## src/rtl/huff_bit_packer.sv

```systemverilog
// Packs variable-length Huffman codes MSB-first into bytes, zero-padding the final byte.
// Optional code-bit statistics on total_bits are enabled by defining HUFF_PACK_STATS_EN.
module huff_bit_packer #(
  parameter int unsigned CODE_W = 8
) (
  input  logic              clk,
  input  logic              reset,
  input  logic              code_valid,
  output logic              code_ready,
  input  logic [CODE_W-1:0] code_value,
  input  logic [CODE_W-1:0] code_mask,
  input  logic              code_last,
  output logic              out_valid,
  input  logic              out_ready,
  output logic [7:0]        out_byte,
  output logic              out_last,
  output logic [2:0]        out_pad,
  output logic              done,
  output logic [15:0]       total_bits
);

  localparam int unsigned ACC_W = 8 + CODE_W;
  localparam int unsigned CNT_W = $clog2(ACC_W + 1);
  localparam int unsigned LEN_W = $clog2(CODE_W + 1);

  typedef enum logic [1:0] {StAccum, StFlush, StDone} state_e;

  state_e             state_q, state_d;
  logic [ACC_W-1:0]   acc_q, acc_d, acc_base, code_bits;
  logic [CNT_W-1:0]   cnt_q, cnt_d, cnt_base, shamt;
  logic [LEN_W-1:0]   code_len;
  logic               run_q;
  logic               code_xfer, byte_xfer;

  // Mask is contiguous from bit 0, so its popcount is the code length.
  always_comb begin
    code_len = '0;
    for (int i = 0; i < CODE_W; i++) begin
      code_len = code_len + LEN_W'(code_mask[i]);
    end
  end

  assign code_bits  = ACC_W'(code_value & code_mask);
  assign code_ready = run_q && (state_q == StAccum) && (cnt_q < CNT_W'(8));
  assign out_valid  = ((state_q == StAccum) && (cnt_q >= CNT_W'(8))) ||
                      ((state_q == StFlush) && (cnt_q != '0));
  assign out_last   = (state_q == StFlush) && (cnt_q != '0) && (cnt_q <= CNT_W'(8));
  assign out_pad    = out_last ? 3'(CNT_W'(8) - cnt_q) : 3'd0;
  assign out_byte   = acc_q[ACC_W-1 -: 8];
  assign done       = (state_q == StDone);
  assign code_xfer  = code_valid && code_ready;
  assign byte_xfer  = out_valid && out_ready;

  // Accumulator is MSB-aligned: the next byte to emit always sits in the top 8 bits.
  always_comb begin
    state_d  = state_q;
    acc_d    = acc_q;
    cnt_d    = cnt_q;
    acc_base = byte_xfer ? (acc_q << 8) : acc_q;
    cnt_base = byte_xfer ? (cnt_q - CNT_W'(8)) : cnt_q;
    shamt    = CNT_W'(ACC_W) - cnt_base - CNT_W'(code_len);
    unique case (state_q)
      StAccum: begin
        acc_d = acc_base;
        cnt_d = cnt_base;
        if (code_xfer) begin
          acc_d = acc_base | (code_bits << shamt);
          cnt_d = cnt_base + CNT_W'(code_len);
          if (code_last) state_d = StFlush;
        end
      end
      StFlush: begin
        if (cnt_q == '0) begin
          state_d = StDone;
        end else if (byte_xfer) begin
          if (out_last) begin
            acc_d   = '0;
            cnt_d   = '0;
            state_d = StDone;
          end else begin
            acc_d = acc_base;
            cnt_d = cnt_base;
          end
        end
      end
      StDone: begin
        acc_d   = '0;
        cnt_d   = '0;
        state_d = StAccum;
      end
      default: state_d = StAccum;
    endcase
  end

  always_ff @(posedge clk or negedge reset) begin
    if (!reset) begin
      state_q <= StAccum;
      acc_q   <= '0;
      cnt_q   <= '0;
      run_q   <= 1'b0;
    end else begin
      state_q <= state_d;
      acc_q   <= acc_d;
      cnt_q   <= cnt_d;
      run_q   <= 1'b1;
    end
  end

`ifdef HUFF_PACK_STATS_EN
  logic [15:0] total_q;
  logic        clr_q;
  logic [16:0] total_sum;

  assign total_sum  = {1'b0, total_q} + 17'(code_len);
  assign total_bits = total_q;

  // Count is held through DONE and restarts with the next message's first code.
  always_ff @(posedge clk or negedge reset) begin
    if (!reset) begin
      total_q <= '0;
      clr_q   <= 1'b0;
    end else begin
      if (state_q == StDone) clr_q <= 1'b1;
      if (code_xfer) begin
        clr_q <= 1'b0;
        if (clr_q)              total_q <= 16'(code_len);
        else if (total_sum[16]) total_q <= 16'hFFFF;
        else                    total_q <= total_sum[15:0];
      end
    end
  end
`else
  assign total_bits = '0;
`endif

endmodule

```

## config.mk

```make
export PLATFORM = sky130hd
export DESIGN_NAME = huff_bit_packer
export DESIGN_NICKNAME = d
export VERILOG_FILES = /design/src/rtl/huff_bit_packer.sv
export SDC_FILE = /design/constraint.sdc
export NUM_CORES = 1
export LEC_CHECK = 0
export CORE_UTILIZATION = 47
export DETAILED_ROUTE_END_ITERATION = 10
export PLACE_DENSITY = 0.77
export SETUP_SLACK_MARGIN = 0.4
export SYNTH_ARGS = -nofsm -noshare
export SYNTH_HDL_FRONTEND = slang
export SYNTH_SLANG_ARGS = --single-unit
```

## constraint.sdc

```tcl
create_clock -name clk -period 3.8 [get_ports clk]
set_clock_uncertainty 0.15 [all_clocks]
set_input_delay 0.76 -clock clk [delete_from_list [all_inputs] [get_ports clk]]
set_output_delay 0.76 -clock clk [all_outputs]
set_load 0.01 [all_outputs]
```

==> flow_metrics.env <==
export IMPL_antenna_found_initial=0
export IMPL_drtIter0Drc=263
export IMPL_finalWorstSetupSlack_ns=-1.142
export IMPL_fin_crit_ns=4.942
export IMPL_setup_violations=20
export IMPL_area_growth_pct=47.66
export IMPL_criticalPathCategory="in -> reg"
export IMPL_wl_microns=6934
export IMPL_yosysWarnings=0
export IMPL_syn_inst=281
export IMPL_grt_first_pass_wirelength_microns=10360
export IMPL_tightest_slew_ns=0.6126
export IMPL_final_hold_violation_count=0
export IMPL_io_pin_count=52
export IMPL_synth_top_cells_by_count="30 x nand2_1, 25 x buf_4, 24 x dfrtp_1"
export IMPL_htree_levels=1
export IMPL_routedWlPerCell_microns=16.35
export IMPL_critPathArrivalTime_ns=4.97
export IMPL_rsz0062_at_grt="yes"
export IMPL_rows=25
export IMPL_routed_via_density=5.526
export IMPL_clock_sinks=24
export IMPL_cts_hold_fix_buffers=0
export IMPL_netlist_top_cell_by_area="dfrtp_1"
export IMPL_ant_nets=0
export IMPL_place_congestion=0.9335
export IMPL_violations="negative setup slack"
export IMPL_slew_limit_headroom_pct=58.98
export IMPL_dr_pass1_iters=4
export IMPL_outcome="complete, but fails checks"
export IMPL_insertion_delay_ns=0.27
export IMPL_drv_slew=0
export IMPL_synth_edf_count=0
export IMPL_vias=2343
export IMPL_clk_path_buf_depth=2
export IMPL_antenna_cells=0
export IMPL_hold_class="reg -> reg"
export IMPL_path_clk_slew_ns=0.09
export IMPL_overflow=0
export IMPL_grt_usage_pct=24.51
export IMPL_min_period_over_period_pct=130.0
export IMPL_syn_avg_cell_area_sq_um=8.772
export IMPL_synth_top_area_share_pct=24.37
export IMPL_synth_yosys_seq_area_share_pct=24.37
export IMPL_root_buffer="clkbuf_8"
export IMPL_crit_path_end_kind="flip-flop"
export IMPL_numPortBuffers=35
export IMPL_layout_drive_gt1_share_pct=38.38
export IMPL_cp_required_ns=3.83
export IMPL_yosysMostFrequentCell="nand2_1"
export IMPL_synth_flop_cell="dfrtp_1"
export IMPL_dp_slack_ns=-1.820
export IMPL_initial_core_util_pct=50.51
export IMPL_crit_path_start_kind="input pin"
export IMPL_dieArea_sq_um=5538
export IMPL_cts_made_buffers=3
export IMPL_die_width_microns=74.42
export IMPL_ys_ff_latch=24
export IMPL_worstPathMaxFanout=6
export IMPL_ys_async_sr_fraction_pct=100.0
export IMPL_netlist_area_sq_um=2465
export IMPL_die_h_microns=74.42
export IMPL_nets=404
export IMPL_max_freq_mhz=202.4
export IMPL_coreArea_sq_um=4880
export IMPL_drc_errors=0
export IMPL_synthTopCellsByArea="dfrtp_1 24%, ha_1 10%, buf_4 7.6%, nand2_1 4.6%, fa_1 4.1%"
export IMPL_grt_pass1_vias=2229
export IMPL_grt_max_degree=25
export IMPL_max_cap_violations=0
export IMPL_hpwl_microns=4611
export IMPL_cts_tree="built"
export IMPL_yosysUniqueCellTypes=57
==> layout make-up <==
type | count | area, sq um
multi-input combinational | 218 | 2029
fill | 326 | 1240
timing repair buffer | 88 | 780.7
sequential | 24 | 600.6
inverter | 23 | 90.09
tap | 67 | 83.83
clock buffer | 4 | 55.05
==> worst max-delay path, cell delays in order <==
cell and delay (ns):
buf_6 0.10, fa_1 0.56, inv_2 0.05, fa_1 0.46, fa_1 0.52, inv_2 0.05
ha_4 0.15, fa_2 0.47, ha_4 0.32, inv_4 0.04, ha_4 0.29, mux4_2 0.54
buf_4 0.16, buf_4 0.13, nor3_2 0.10, a31oi_1 0.08, o31ai_2 0.18
==> worst paths after layout <==
check                             start  cells after the start          to  slack [ns]
setup / recovery           code_mask[3]                     17   acc_q[11]       -1.14
hold / removal                 acc_q[0]                      2    acc_q[0]        0.35
setup reg to reg               cnt_q[0]                     15    acc_q[9]        0.10
hold reg to reg                acc_q[0]                      2    acc_q[0]        0.35
max in group asynchronous         reset                      2    acc_q[9]        2.57
min in group asynchronous         reset                      2  state_q[0]        0.69
==> repair_timing <==
action,in CTS,in global routing
resized for setup,45,36
pin swaps,26,24
setup buffers,6,6
endpoints found under the setup margin,21,22
==> cell usage in the layout, fill, tap and decap left out, drive strengths merged, types with 7 or more instances in the layout <==
cell	instances
o22ai	9
clkdlybuf4s50	32
xor2	9
o21ai	15
nand2	30
nor2	15
buf	56
a21oi	15
nor3	7
a22oi	8
ha	20
conb	17
inv	22
dfrtp	24
==> flip-flops by register name (all words and copies together) (netlist names) <==
name	count
cnt_q	5
state_q	2
run_q	1
acc_q	16
==> kinds of logic after synthesis <==
logic type               share of synthesized area (%)
adder cells (fa/ha/maj)                          14.21
buffers and inverters                            12.49
AO/OA/AOI/OAI                                    22.59
XOR/XNOR                                         5.026
AND/OR/NAND/NOR                                  17.31
flip-flops                                       24.37
other                                           0.3047
multiplexers                                     3.705
==> layer usage <==
metal	up-vias	global-route usage (%)	share of wire (%)
met5	-	0	0
met3	6	2.033	4.3
met4	0	7.338	1.0
li1	1108	-	-
met2	95	42.64	53
met1	1134	32.43	42
==> metrics by stage <==
step | hold WS (ns) | setup TNS, ns | instance area (sq um) | utilization, % | instances
2_1_floorplan | 0.2936 | -18.16 | 2704 | - | 296
3_3_place_gp | 0.3138 | -28.76 | 3191 | 65.38 | 408
6_report | 0.3470 | -19.53 | 3640 | 74.59 | 424
3_5_place_dp | 0.3160 | -32.25 | 3191 | 65.38 | 408
4_1_cts | 0.3424 | -19.37 | 3420 | 70.08 | 418
5_1_grt | 0.3713 | -21.52 | 3640 | 74.59 | 424
Power is not shown: default switching activity piles up to over one toggle a cycle in this logic, so the estimate is an artifact.
